[src/rtl/first_layer_par.sv]
// Binary-weight first layer: accumulates PAR unsigned features per cycle into
// HIDDEN_CNT signed sums and emits one sign bit per neuron, valid/ready on both sides.
module first_layer_par #(
  parameter int unsigned FEAT_CNT   = 4,
  parameter int unsigned FEAT_BITS  = 4,
  parameter int unsigned HIDDEN_CNT = 4,
  parameter int unsigned PAR        = 1,
  parameter logic [HIDDEN_CNT*FEAT_CNT-1:0] WEIGHTS = '0
) (
  input  logic                          clk,
  input  logic                          rst,
  input  logic                          in_valid,
  output logic                          in_ready,
  input  logic [FEAT_CNT*FEAT_BITS-1:0] features,
  output logic                          out_valid,
  input  logic                          out_ready,
  output logic [HIDDEN_CNT-1:0]         hidden
);

  localparam int unsigned STEPS = (FEAT_CNT + PAR - 1) / PAR;
  localparam int unsigned ACC_W = FEAT_BITS + $clog2(FEAT_CNT + 1) + 1;
  localparam int unsigned CNT_W = (STEPS > 1) ? $clog2(STEPS) : 1;

  typedef enum logic [1:0] {IDLE, RUN, DONE} state_t;

  state_t                        state, state_next;
  logic [CNT_W-1:0]              cnt;
  logic [FEAT_CNT*FEAT_BITS-1:0] feat_q;
  logic signed [ACC_W-1:0]       acc      [HIDDEN_CNT];
  logic signed [ACC_W-1:0]       sum_next [HIDDEN_CNT];
  logic                          last_step;

  assign in_ready  = (state == IDLE);
  assign last_step = (cnt == CNT_W'(STEPS - 1));

  always_comb begin
    state_next = state;
    unique case (state)
      IDLE:    if (in_valid) state_next = RUN;
      RUN:     if (last_step) state_next = DONE;
      DONE:    if (out_ready) state_next = IDLE;
      default: state_next = IDLE;
    endcase
  end

  // Lanes past FEAT_CNT (only possible in the final step) contribute nothing.
  always_comb begin
    for (int unsigned i = 0; i < HIDDEN_CNT; i++) begin
      sum_next[i] = acc[i];
      for (int unsigned l = 0; l < PAR; l++) begin
        int unsigned             j;
        logic [FEAT_BITS-1:0]    f;
        logic signed [ACC_W-1:0] term;
        j    = 32'(cnt) * PAR + l;
        f    = '0;
        term = '0;
        if (j < FEAT_CNT) begin
          f    = feat_q[j*FEAT_BITS +: FEAT_BITS];
          term = signed'(ACC_W'(f));
          if (WEIGHTS[j*HIDDEN_CNT + i]) sum_next[i] = sum_next[i] + term;
          else                           sum_next[i] = sum_next[i] - term;
        end
      end
    end
  end

  always_ff @(posedge clk) begin
    if (rst) begin
      state     <= IDLE;
      cnt       <= '0;
      feat_q    <= '0;
      out_valid <= 1'b0;
      hidden    <= '0;
      for (int unsigned i = 0; i < HIDDEN_CNT; i++) acc[i] <= '0;
    end else begin
      state <= state_next;
      unique case (state)
        IDLE: if (in_valid) begin
          feat_q <= features;
          cnt    <= '0;
          for (int unsigned i = 0; i < HIDDEN_CNT; i++) acc[i] <= '0;
        end
        RUN: begin
          cnt <= cnt + CNT_W'(1);
          for (int unsigned i = 0; i < HIDDEN_CNT; i++) acc[i] <= sum_next[i];
          if (last_step) begin
            out_valid <= 1'b1;
            for (int unsigned i = 0; i < HIDDEN_CNT; i++)
              hidden[i] <= ~sum_next[i][ACC_W-1];
          end
        end
        DONE: if (out_ready) out_valid <= 1'b0;
        default: ;
      endcase
    end
  end

endmodule

[config.mk]
export PLATFORM = sky130hd
export DESIGN_NAME = first_layer_par
export DESIGN_NICKNAME = d
export VERILOG_FILES = /design/src/rtl/first_layer_par.sv
export SDC_FILE = /design/constraint.sdc
export NUM_CORES = 1
export LEC_CHECK = 0
export CELL_PAD_IN_SITES_DETAIL_PLACEMENT = 2
export CELL_PAD_IN_SITES_GLOBAL_PLACEMENT = 2
export CORE_MARGIN = 2
export CORE_UTILIZATION = 35
export CTS_CLUSTER_SIZE = 40
export DETAILED_ROUTE_END_ITERATION = 6
export GPL_TIMING_DRIVEN = 0
export PLACE_DENSITY = 0.75
export SYNTH_ARGS = -nofsm -noshare
export SYNTH_HDL_FRONTEND = slang
export SYNTH_SLANG_ARGS = --single-unit
[constraint.sdc]
create_clock -name clk -period 8.5 [get_ports clk]
set_input_delay 2.55 -clock clk [delete_from_list [all_inputs] [get_ports clk]]
set_output_delay 2.55 -clock clk [all_outputs]
set_load 0.05 [all_outputs]
### Word level (Yosys, flattened, before mapping)

Memories as Yosys holds them, arrays and structs flattened.
Index checks and enable logic that the tools add are counted.

| word-level totals | value |
|---|---|
| register bits | 25 |
| bits in writable memories | 32 |
| bits in read-only memories | 48 |
| output and inout port bits | 6 |
| memories kept | 4 |

Memory list:

| memory | words | width | read ports | clocked after memory_dff | wr ports | line | source |
|---|---|---|---|---|---|---|---|
| acc | 4 | 8 | 4 | 0 | 4 | 29 | `logic signed [ACC_W-1:0] acc [HIDDEN_CNT];` |
| (name not given) | 16 | 1 | 1 | 0 | 0 | 60 | `if (WEIGHTS[j*HIDDEN_CNT + i]) sum_next[i] = sum_next[i] + term;` |
| (name not given) | 16 | 1 | 1 | 0 | 0 | 60 |  |
| (name not given) | 16 | 1 | 1 | 0 | 0 | 60 |  |

| operators by class | value |
|---|---|
| $add $sub $neg | 12 |
| $lt $le $gt $ge | 5 |
| equal/unequal tests | 6 |
| shifts and indexed selects | 1 |
| multiplexer cells | 39 |
| bitwise logic cells | 12 |
| reductions and logical operators | 8 |

Operators with widths:

| cell | number |
|---|---|
| $mux 8 | 16 |
| $add 8x5->8 | 4 |
| $sub 8x5->8 | 4 |
| $shiftx 16x5->4 | 1 |
| $lt 5x5->1 const B | 3 |
| $mux 1 | 15 |
| $add 4x2->5 const B | 2 |
| $mux 2 | 4 |
| $or 1x1->1 | 8 |
| $ne 2x2->1 const B | 3 |
| $pmux 2 s3 | 1 |
| $reduce_and 2->1 | 3 |
| $reduce_and 3->1 | 2 |
| $add 4x1->5 const B | 1 |
| $lt 4x5->1 const B | 1 |
| $eq 2x2->1 const B | 2 |
| $not 1->1 | 4 |
| $pmux 2 s2 | 1 |
| $reduce_bool 2->1 | 2 |
| $lt 2x3->1 const B | 1 |
| $add 2x1->2 const B | 1 |
| $bmux 1 s2 | 1 |
| $eq 2x1->1 const B | 1 |
| $logic_not 2->1 | 1 |
| $pmux 1 s2 | 1 |

### Logic depth before layout (Yosys ltp)

| logic depth | value |
|---|---|
| word-level depth | 6 |
| depth in mapped cells | 10 |
| gate-level depth less buffers | 9 |

### Least setup slack after synthesis

OpenSTA, ideal clock, no wires.

| timing path | value |
|---|---|
| kind | reg2out |
| from | register state[0] |
| to | output port in_ready |
| arrival | 1,122 ps |
| slack | 4,828 ps |
| stages on the path, launching flop included | 3 |
| path buffers | 1 |
| cell sequence | dfxtp_1 > buf_6 > nor2_1 |

| between the ends | value |
|---|---|
| word-level cells in the longest chain between the ends | 1 |

Ends and longest elaborated chain:

| what | line | source |
|---|---|---|
| start: declaration | 26 | `state_t state, state_next;` |
| start signal: assignment | 76 | `state <= state_next;` |
| $logic_not 2->1 | 33 | `assign in_ready = (state == IDLE);` |
| end: declaration | 13 | `output logic in_ready,` |

Every way passes these cells.

### Final worst setup path

Same ends and word-level chain as after synthesis.

==> flow_summary.toml <==
[critical_path]
worstPathRequired_ns = 5.95
cp_slowest_cell = "clkdlybuf4s50_1"
crit_fanout = 9
r2r-end = "acc[0][7]$_SDFFCE_PN0P_"
reg2regPathDepth = 10
crit_type = "reg -> out"
worstPathArrival_ns = 1.76
start_kind = "flip-flop"
cp-end-kind = "primary output"
ff2ff_setup_slack_ns = 4.94
critPathMaxStageDelay_ns = 0.84
worstReg2RegStart = "cnt[1]$_SDFFE_PP0P_"
path_cells = "buf_6 > nor2_1 > clkdlybuf4s50_1"

[placement]
hpwl_mm = 5.998
numPortBuffers = 24
place.gp.congestion = 0.7800

[logic_synthesis]
synth_nets = 350
ys_warn_count = 0
avgSynthCellArea_um2 = 10.43
syn_area_um2 = 3172
ys_ff_latch = 57
synth_cell_types = 49
synth_largest_area_cell = "edfxtp_1"
async_reset_ff_share_pct = 0
synthTopCellsByArea = "edfxtp_1 23%, dfxtp_1 21%, ha_1 8.7%"
synthFlopType = "dfxtp_1"
yosysTopAreaCellShare_pct = 22.72
synth.most_common_cell = "dfxtp_1"
netlist_top_cells_count = "33 x dfxtp_1, 24 x edfxtp_1, 24 x nor2_1"
seq_area_frac_synth_pct = 43.55
synth-edff-count = 24
synthCells = 304

[global_routing]
antenna_found_initial = 0
grt_pass1_vias = 2851
grt_max_degree = 11
grt.overflow.total = 0
grt_use_total_pct = 18.60
grt_pass1_wl_mm = 14.30

[timing]
slew_headroom_pct = 56.09
worstMarginPinSlew_ns = 0.6420
finalCritPeriodShare_pct = 50.74
setup-violations-final = 0
clock_skew_ns = 0.01345
fin_tns_setup_ns = 0
period_needed_ns = 4.313
fmax_mhz = 231.8
drv_slew = 0
rsz0062_at_grt = "no"
hold_viol_final = 0

[clock_tree]
post_cts_buffers = 0
cts_resized = 0
clockBufferDepth = 2
insertion_delay_ns = 0.33
cts_tree = "yes"
cts_root_buf = "clkbuf_8"
cts_made_buffers = 9
cts_htree_levels = 3
postCtsHoldBufs = 0
cts_sinks = 57
path_clk_slew_ns = 0.08

[power_and_ir_drop]
leakage_nw = 1.432
power.density_nw_per_um2 = 208.4
peakVddDrop_mv = 0.08139
p_total_mw = 0.7789

[routing]
via_count = 2506
drtAntennaViolNets = 0
drc = 0
drt_first_pass_iters = 4
viasPerCell = 5.544
finalWirelength_mm = 8.472
first_iter_violations = 89
wire_per_inst_um = 18.74

[finish]
syn2layout_area_growth_pct = 17.83
diodes = 0
drive_above_1_share_pct = 9.884
fillCellCount = 948
nets = 385

[worst_hold_path]
whs_path_depth = 2
hold_path.class = "reg -> reg"
hold_path_end = "acc[2][2]$_SDFFE_PP0P_"
min_from = "acc[2][2]$_SDFFE_PP0P_"

[floorplan]
num_rows = 34
die_h_um = 99.20
die_x_um = 99.20
boundaryPins = 26
dieArea_um2 = 9840
start_util_pct = 36.19
core_um2 = 8763

[flow_run]
cap_violations = 0

[status]
status = "complete, no violations"
per-layer routing:
layer,vias to the layer above,wire length (um),share of wire [%],global-route usage [%]
met2,34,4253,50,33.11
met5,-,0,0,0
met1,1246,3966,47,23.29
met4,0,83,0.98,6.006
li1,1219,-,-,-
met3,7,169,2.0,2.530
registers in the layout, summed over array words and instances, names as in the netlist:
name / cells
hidden: 4
feat_q: 16
cnt: 2
state: 2
out_valid: 1
acc: 32
worst max-delay path: cells and delay by family, from the launching register on:
| kind | cells | cell delay [ns] |
|---|---|---|
| buffers and inverters | 2 | 0.97 |
| flip-flops | 1 | 0.31 |
| AND/OR/NAND/NOR | 1 | 0.15 |
cell usage in the layout (no fill, tap or decap), types with 5 or more instances in the layout:
cell,n
dfxtp_1,33
nor2_1,24
edfxtp_1,24
clkdlybuf4s50_1,24
a21oi_1,22
ha_1,22
inv_1,16
a22o_1,16
nand2_1,12
nor2b_1,12
or4_1,10
clkbuf_8,10
o31ai_1,9
o21ai_0,9
nor3_1,8
clkbuf_1,7
o21a_1,7
and2_1,5
final cells by class:
class	count	area (um2)	area share [%]
buffer	13	75.07	2.009
sequential	57	1381	36.96
inverter	16	60.06	1.607
tap	108	135.1	3.616
timing repair buffer	24	240.2	6.428
clock inverter	4	23.77	0.6361
clock buffer	12	166.4	4.453
multi-input combinational	218	1655	44.29
power by group:
group	switching, mW	internal [mW]	leakage (nW)
logic	0.118	0.0875	0.797
registers	0.0144	0.311	0.538
clock network	0.117	0.131	0.0978
total	0.250	0.529	1.43
metrics by stage:
| step | utilization (%) | setup slack [ns] | hold slack (ns) | std cells | area (um2) |
|---|---|---|---|---|---|
| final | 42.65 | 4.187 | 0.4661 | 452 | 3737 |
| after global routing | 42.65 | 4.101 | 0.5001 | 452 | 3737 |
| after CTS | 42.65 | 4.154 | 0.4724 | 452 | 3737 |
| after detailed placement | 40.48 | 4.043 | 0.4619 | 436 | 3547 |
| after global placement | 40.48 | 4.108 | 0.4439 | 436 | 3547 |
| after floorplan | - | 4.828 | 0.4362 | 304 | 3172 |
how the worst max path moves through the flow:
| stage | depth (start not counted) | end | slack (ns) | from |
|---|---|---|---|---|
| 2_1_floorplan | 2 | in_ready | 4.83 | state[0]$_SDFFE_PP0P_ |
| 3_3_place_gp | 4 | acc[0][4]$_SDFFCE_PN0P_ | 4.11 | in_valid |
| 3_5_place_dp | 4 | acc[0][2]$_SDFFCE_PN0P_ | 4.04 | in_valid |
| 4_1_cts | 3 | in_ready | 4.15 | state[0]$_SDFFE_PP0P_ |
| 5_1_grt | 3 | in_ready | 4.10 | state[0]$_SDFFE_PP0P_ |
| 6_report | 3 | in_ready | 4.19 | state[0]$_SDFFE_PP0P_ |
kinds of logic (layout without fill, tap and decap cells):
group	count (synthesis)	count (layout)	share of synthesized area, %
xor+xnor	3	3	0.8286
simple gates	101	101	18.42
buf+inv	29	69	4.260
mux	4	4	2.840
fa+ha+maj	26	26	11.20
compound gates	84	84	18.90
flops	57	57	43.55
Note: power is estimated with default switching activity, not from simulation.
